[config.mk]
export PLATFORM = sky130hd
export DESIGN_NAME = gf_div
export DESIGN_NICKNAME = d
export VERILOG_FILES = /design/src/rtl/gf_div.sv
export SDC_FILE = /design/constraint.sdc
export NUM_CORES = 2
export LEC_CHECK = 0
export CAP_MARGIN = 20
export CORE_MARGIN = 2
export CORE_UTILIZATION = 45
export DETAILED_ROUTE_END_ITERATION = 8
export PLACE_DENSITY_LB_ADDON = 0.15
export RECOVER_POWER = 25
export SLEW_MARGIN = 10
export SYNTH_ARGS = -nofsm -noshare
export SYNTH_HDL_FRONTEND = slang
export SYNTH_SLANG_ARGS = --single-unit
export TNS_END_PERCENT = 50
[constraint.sdc]
create_clock -name clk -period 3.16 [get_ports clk]
set_input_delay 0.474 -clock clk [delete_from_list [all_inputs] [get_ports clk]]
set_output_delay 0.474 -clock clk [all_outputs]
set_load 0.1 [all_outputs]
[src/rtl/gf_div.sv]
// GF(2^163) divider, Q = A * B^-1 mod F, F = x^163 + x^7 + x^6 + x^3 + 1.
// Binary extended-Euclid, one reduction step per clock, start/done handshake.
module gf_div #(
  parameter int NUM_BITS = 163
) (
  input  logic              clk,
  input  logic              n_rst,
  input  logic [NUM_BITS:0] A,
  input  logic [NUM_BITS:0] B,
  input  logic              start,
  output logic [NUM_BITS:0] Q,
  output logic              done
);

  localparam logic [NUM_BITS:0] F_POLY = {1'b1, {(NUM_BITS-8){1'b0}}, 8'hC9};
  localparam logic [NUM_BITS:0] ONE    = {{NUM_BITS{1'b0}}, 1'b1};

  typedef enum logic [1:0] {
    S_IDLE = 2'd0,
    S_CALC = 2'd1,
    S_DONE = 2'd2
  } state_t;

  state_t            state_q, state_d;
  logic [NUM_BITS:0] u_q, u_d;
  logic [NUM_BITS:0] v_q, v_d;
  logic [NUM_BITS:0] x_q, x_d;
  logic [NUM_BITS:0] y_q, y_d;
  logic [NUM_BITS:0] res_q, res_d;
  logic [NUM_BITS:0] q_d;
  logic              done_d;

  // Divide a reduced element by x: add F first when the constant term is set,
  // so the shifted-out bit is always zero.
  function automatic logic [NUM_BITS:0] half_mod(input logic [NUM_BITS:0] p);
    if (p[0])
      return (p ^ F_POLY) >> 1;
    else
      return p >> 1;
  endfunction

  always_comb begin
    state_d = state_q;
    u_d     = u_q;
    v_d     = v_q;
    x_d     = x_q;
    y_d     = y_q;
    res_d   = res_q;
    q_d     = Q;
    done_d  = 1'b0;

    unique case (state_q)
      S_IDLE: begin
        if (start) begin
          u_d = B;
          v_d = F_POLY;
          x_d = A;
          y_d = '0;
          if (B == '0) begin
            res_d   = '0;
            state_d = S_DONE;
          end else begin
            state_d = S_CALC;
          end
        end
      end

      S_CALC: begin
        if (u_q == ONE) begin
          res_d   = x_q;
          state_d = S_DONE;
        end else if (v_q == ONE) begin
          res_d   = y_q;
          state_d = S_DONE;
        end else if (!u_q[0]) begin
          u_d = u_q >> 1;
          x_d = half_mod(x_q);
        end else if (!v_q[0]) begin
          v_d = v_q >> 1;
          y_d = half_mod(y_q);
        end else if (u_q >= v_q) begin
          // Numeric order matches degree order closely enough to keep both
          // operands shrinking; either choice preserves the invariants.
          u_d = u_q ^ v_q;
          x_d = x_q ^ y_q;
        end else begin
          v_d = v_q ^ u_q;
          y_d = y_q ^ x_q;
        end
      end

      S_DONE: begin
        q_d     = res_q;
        done_d  = 1'b1;
        state_d = S_IDLE;
      end

      default: state_d = S_IDLE;
    endcase
  end

  always_ff @(posedge clk or negedge n_rst) begin
    if (!n_rst) begin
      state_q <= S_IDLE;
      u_q     <= '0;
      v_q     <= '0;
      x_q     <= '0;
      y_q     <= '0;
      res_q   <= '0;
      Q       <= '0;
      done    <= 1'b0;
    end else begin
      state_q <= state_d;
      u_q     <= u_d;
      v_q     <= v_d;
      x_q     <= x_d;
      y_q     <= y_d;
      res_q   <= res_d;
      Q       <= q_d;
      done    <= done_d;
    end
  end

endmodule

Word-level counts from Yosys, hierarchy flattened
Index checks and enable logic that the tools add are counted.
{"block": "op_classes", "order_cmp": 1, "n_eq_ne": 13, "mux": 41, "bitwise": 4, "n_reduce_logical": 9}
{"operator": "164-bit 2-to-1 mux", "count": 28}
{"operator": "164-bit case mux with 2 select lines", "count": 5}
{"operator": "164-bit by 1-bit == test with 1-bit output, second input constant", "count": 2}
{"operator": "164-bit bitwise XOR", "count": 2}
{"operator": "163-bit 2-to-1 mux", "count": 2}
{"operator": "164-bit >= comparator", "count": 1}
{"operator": "164-bit logical NOT", "count": 1}
{"operator": "3-bit != test, second input constant", "count": 4}
{"operator": "6-bit AND reduction", "count": 2}
{"operator": "2-bit != test, second input constant", "count": 5}
{"operator": "5-bit inverter", "count": 2}
{"operator": "2-bit 2-to-1 mux", "count": 4}
{"operator": "4-bit AND reduction", "count": 2}
{"operator": "5-bit AND reduction", "count": 1}
{"operator": "2-bit case mux with 2 select lines", "count": 1}
{"operator": "2-bit by 1-bit == test with 1-bit output, second input constant", "count": 1}
{"operator": "2-bit == test, second input constant", "count": 1}
{"operator": "2-bit logical NOT", "count": 1}
{"operator": "2-bit AND reduction", "count": 1}
{"operator": "2-bit nonzero test", "count": 1}
{"operator": "1-bit 2-to-1 mux", "count": 1}
{"block": "totals", "reg_bits": 987, "in_bits": 331, "out_inout_bits": 165, "elab_cells": 78}

Longest topological paths before layout
{"block": "logic_depth", "depth_word": 7, "mapped_depth": 17, "ltp_nobuf": 11}

Least setup slack after synthesis
OpenSTA, ideal clock, no wires.
{"block": "synth_path", "kind": "register to register", "startpoint": "reg u_q[0]", "endpoint": "reg u_q[109]", "setup_ns": 0.125, "arrival_ns": 3.352, "required_ns": 3.035, "path_slack_ns": -0.317, "path_stages_with_launch": 16, "n_path_buf": 6, "synth_period_minus_slack_ns": 3.477, "cell_sequence": "dfrtp_1 buf_2 inv_1 clkbuf_1 clkbuf_1 ha_1 and4_1 nand4_1 o211ai_1 a21o_1 o21a_1 o41ai_2 buf_2 buf_6 buf_6 mux2_4"}
{"block": "synth_between", "elab_chain_cells": 4, "elab_cells_between_ends": 10, "cone_classes": "1 x order compare; 4 x eq/ne; 4 x mux; 1 x reduce/logical"}
{"item": "from (decl)", "line": "25", "rtl": "logic [NUM_BITS:0] u_q, u_d;"}
{"item": "from (signal assigned)", "line": "114", "rtl": "u_q <= u_d;"}
{"item": "parallel branches: the longest is 4 deep, another holds 164-bit >= comparator"}
Parallel ways; which one is timed is not known. The select of a mux whose other input is x is not followed.
A chain may end at the register's enable or synchronous reset.

Final worst setup path
{"block": "layout_path", "startpoint": "reg u_q[58]", "endpoint": "reg v_q[106]"}
{"block": "layout_between", "elab_chain_cells": 3, "elab_cells_between_ends": 5, "cone_classes": "1 x order compare; 3 x eq/ne; 1 x reduce/logical"}
{"item": "164-bit >= comparator / 164-bit by 1-bit == test with 1-bit output (equally long branches)", "line": "81, 69"}
{"item": "3-bit != test (no source line) / 2-bit != test (equally long branches)"}
{"item": "6-bit AND reduction (no source line) *"}
{"item": "to (signal assigned)", "line": "115", "rtl": "v_q <= v_d;"}
{"item": "to (decl)", "line": "26", "rtl": "logic [NUM_BITS:0] v_q, v_d;"}
Mark *: on every way between the ends. The rest lies on a longest branch, timed or not.

==> qor.csv <==
metric,value,unit
swShare,44.90,%
overflow,0,
setup_viol,821,
p_switching,42460,uW
cp_slowest_stage_delay,0.54,ns
reg2reg_slack,-0.53,ns
drt_iter0_drc,4142,
drv_cap,1,
critical_path.endpoint_type,register,
synthCells,5861,
postSynth.asyncResetShare,100.0,%
clk_latency,0.70,ns
grt_pass1_vias,49330,
p_leak,0.03540,uW
cts.sinks,987,
tns,-300.26,ns
core-area,0.1203,sq mm
synth_compound_area_share,19.53,%
placed_area,0.06778,sq mm
ys.flop_type,dfrtp_1,
synth-simple-area-share,15.54,%
timing.final.crit_period,3.687,ns
path_clk_slew,0.06,ns
synthXorXnorAreaFrac,2.737,%
htree_levels,3,
nets,7522,
synthAdderAreaFrac,3.773,%
fin_worst_skew,0.02195,ns
status,"finished, violations left",
power,94560,uW
gp_congestion,0.9309,
post-place-ws,-1.052,ns
wl_per_cell,21.85,um
syn-num-nets,6357,
critPathTopFamily,simple AND/OR/NAND/NOR gates,
period_share,116.7,%
cts_tree,done,
hpwl,129200,um
violations,"max-capacitance violations, max-slew violations, negative setup slack",
fillers,10280,
synth-seq-cells,987,
yosysUniqueCellTypes,58,
clock_power_share,13.5,%
vias_per_cell,5.762,
ys.warnings.count,0,
synth-edff-count,0,
synth.area.mux_share,8.390,%
fp.dieArea,0.1244,sq mm
grt_pass1_wl,292700,um
vias,50270,
arrival,4.26,ns
die-width,352.7,um
worst_slew_pin_slew,2.360,ns
die_y,352.7,um
grt_max_degree,234,
timing.slew.headroom,-57.30,%
start_kind,register,
worstPathCellList,"ha_1, nand4_1, or4_4, or3_1, o221a_1, o21a_2, nor3_4, buf_4, or4_4, buf_12, buf_12, nor2_1, a221o_1",
synth_area_per_cell,9.336,sq um
hold_viol,0,
hp-class,primary input to register,
rows,127,
ir_worst_vdd,1031,uV
slowest_stage,or4_4,
combPwrFrac,61.3,%
finalInstanceArea,0.07326,sq mm
crit_buf_inv,3,
yosysTopAreaCellShare,45.14,%
grt_setup_unrepaired,true,
numPortBuffers,495,
drc,0,
cp.required,3.73,ns
synth_top_family_by_area,compound AO/OA/AOI/OAI gates,
power_frac_seq,25.2,%
routed_wl,190600,um
antenna_found_initial,15,
cp.depth,13,
slew_violations,51,
yosysSeqAreaShare,45.14,%
p_per_area,1291,mW/mm^2
syn_area,0.05472,sq mm
cp_max_fo,28,
firstDrtPassIters,8,
num_io_pins,496,
synth_largest_area_cell,dfrtp_1,
cts_made_buffers,108,
whs_path_depth,3,
clk_path_buf_depth,3,
track_usage,29.52,%
antenna_left,0,
internal_power,52100,uW
reg2regPathDepth,13,
syn_to_final_growth,33.88,%
drive_gt1_share,23.41,%
max_freq,0.2712,GHz
worstSetupPathType,register to register,
setup_ws,-0.5274,ns
ys_top_cells_by_area,"dfrtp_1, nand2_1, a21oi_1",
initial_core_util,45.49,%
ctsRootBufferMaster,clkbuf_16,
## synthesized netlist by cell type (all sizes together), types with 2 or more instances
cell type     n
a211oi      165
and2          2
clkbuf      330
xnor2       163
nor4b         3
o22ai       162
nor4        142
nor3b       163
o211ai        3
buf         108
a211o       160
xor2          8
and4          5
mux2i       228
a21oi       564
inv         172
nor2        444
o21a          3
a221o       100
a31oi         5
o31ai       168
nand3        22
o21ba         2
ha          165
dfrtp       987
nor3         17
a2bb2oi      66
nand2b        4
nand4        63
nand2      1033
or3           2
a221oi        9
o21ai       191
or2           2
mux2        165
a22oi         2
or4           3
a21o         19
## power groups by stage
stage	Sequential (uW)	Combinational, uW	Clock [uW]
global placement	23500	52200	0
detailed placement	23700	53300	0
global route	24500	62500	13400
CTS	23600	55600	12900
floorplan	26800	30700	0
finish	23800	58000	12700
## layout make-up
cell class	count	area [sq um]	area share, %
diodes	1	2.502	0.003416
clock buffers	175	3357	4.582
clock inverters	20	167.7	0.2289
inverters	173	659.4	0.9001
multi-input cells	4263	28350	38.70
flip-flops and latches	987	24710	33.73
well taps	1612	2017	2.753
repair buffers	1493	13990	19.10
## worst register-to-register path, stage by stage, from the launching register on
cell,delay [ns]
dfrtp_1,0.41
ha_1,0.31
nand4_1,0.15
or4_4,0.54
or3_1,0.35
o221a_1,0.23
o21a_2,0.15
nor3_4,0.28
buf_4,0.16
or4_4,0.16
buf_12,0.19
buf_12,0.22
nor2_1,0.12
a221o_1,0.29
## cell usage in the layout, fill, tap and decap left out, types with 163 or more instances in the layout
| master | synthesis | final |
|---|---|---|
| nand2_1 | 1033 | 1023 |
| buf_4 | 12 | 987 |
| dfrtp_1 | 987 | 980 |
| a21oi_1 | 564 | 526 |
| nor2_1 | 444 | 440 |
| clkdlybuf4s50_1 | 0 | 336 |
| mux2i_1 | 228 | 228 |
| inv_1 | 172 | 165 |
| a211oi_1 | 165 | 165 |
| o21ai_0 | 191 | 163 |
| o31ai_1 | 168 | 163 |
| xnor2_1 | 163 | 163 |
## cell families (layout without fill, tap and decap cells)
family,count (synthesis),in the layout
AO/OA/AOI/OAI,1626,1626
XOR/XNOR,171,171
adder cells (fa/ha/maj),165,165
buffers and inverters,611,1861
flip-flops,987,987
multiplexers,393,393
other,0,1
AND/OR/NAND/NOR,1908,1908
## stage by stage
| step | util [%] | std cells | hold WS, ns |
|---|---|---|---|
| CTS | 60.16 | 8698 | 0.3504 |
| floorplan | - | 5861 | 0.1784 |
| finish | 60.90 | 8724 | 0.3893 |
| global route | 60.90 | 8723 | 0.3847 |
| global placement | 56.35 | 8464 | 0.4485 |
| detailed placement | 56.35 | 8464 | 0.4510 |
## what timing repair did
item | CTS | global route
gates resized for setup | 97 | 152
hold buffers | 1 | 0
endpoints found under the hold margin | 29 | 0
pin swaps | 35 | 28
cloned | 14 | 18
endpoints found under the setup margin | 821 | 821
buffers inserted | 24 | 13
## metal layers
| metal | routed length, um | track usage [%] |
|---|---|---|
| met4 | 7383 | 11.03 |
| met3 | 11720 | 4.668 |
| met1 | 84530 | 41.13 |
| met5 | 130 | 0 |
| met2 | 86840 | 46.38 |
## worst paths after layout
path,startpoint,endpoint
setup / recovery,u_q[58],v_q[106]
hold / removal,A[140],x_q[140]
setup reg to reg,u_q[58],v_q[106]
hold reg to reg,res_q[39],Q[39]
max in group asynchronous,n_rst,u_q[52]
min in group asynchronous,n_rst,v_q[128]
## flip-flops by register name (all words and copies together) (netlist names)
| register | cells |
|---|---|
| v_q | 164 |
| Q | 164 |
| state_q | 2 |
| u_q | 164 |
| done | 1 |
| res_q | 164 |
| y_q | 164 |
| x_q | 164 |
(Power assumes the default switching activity.)
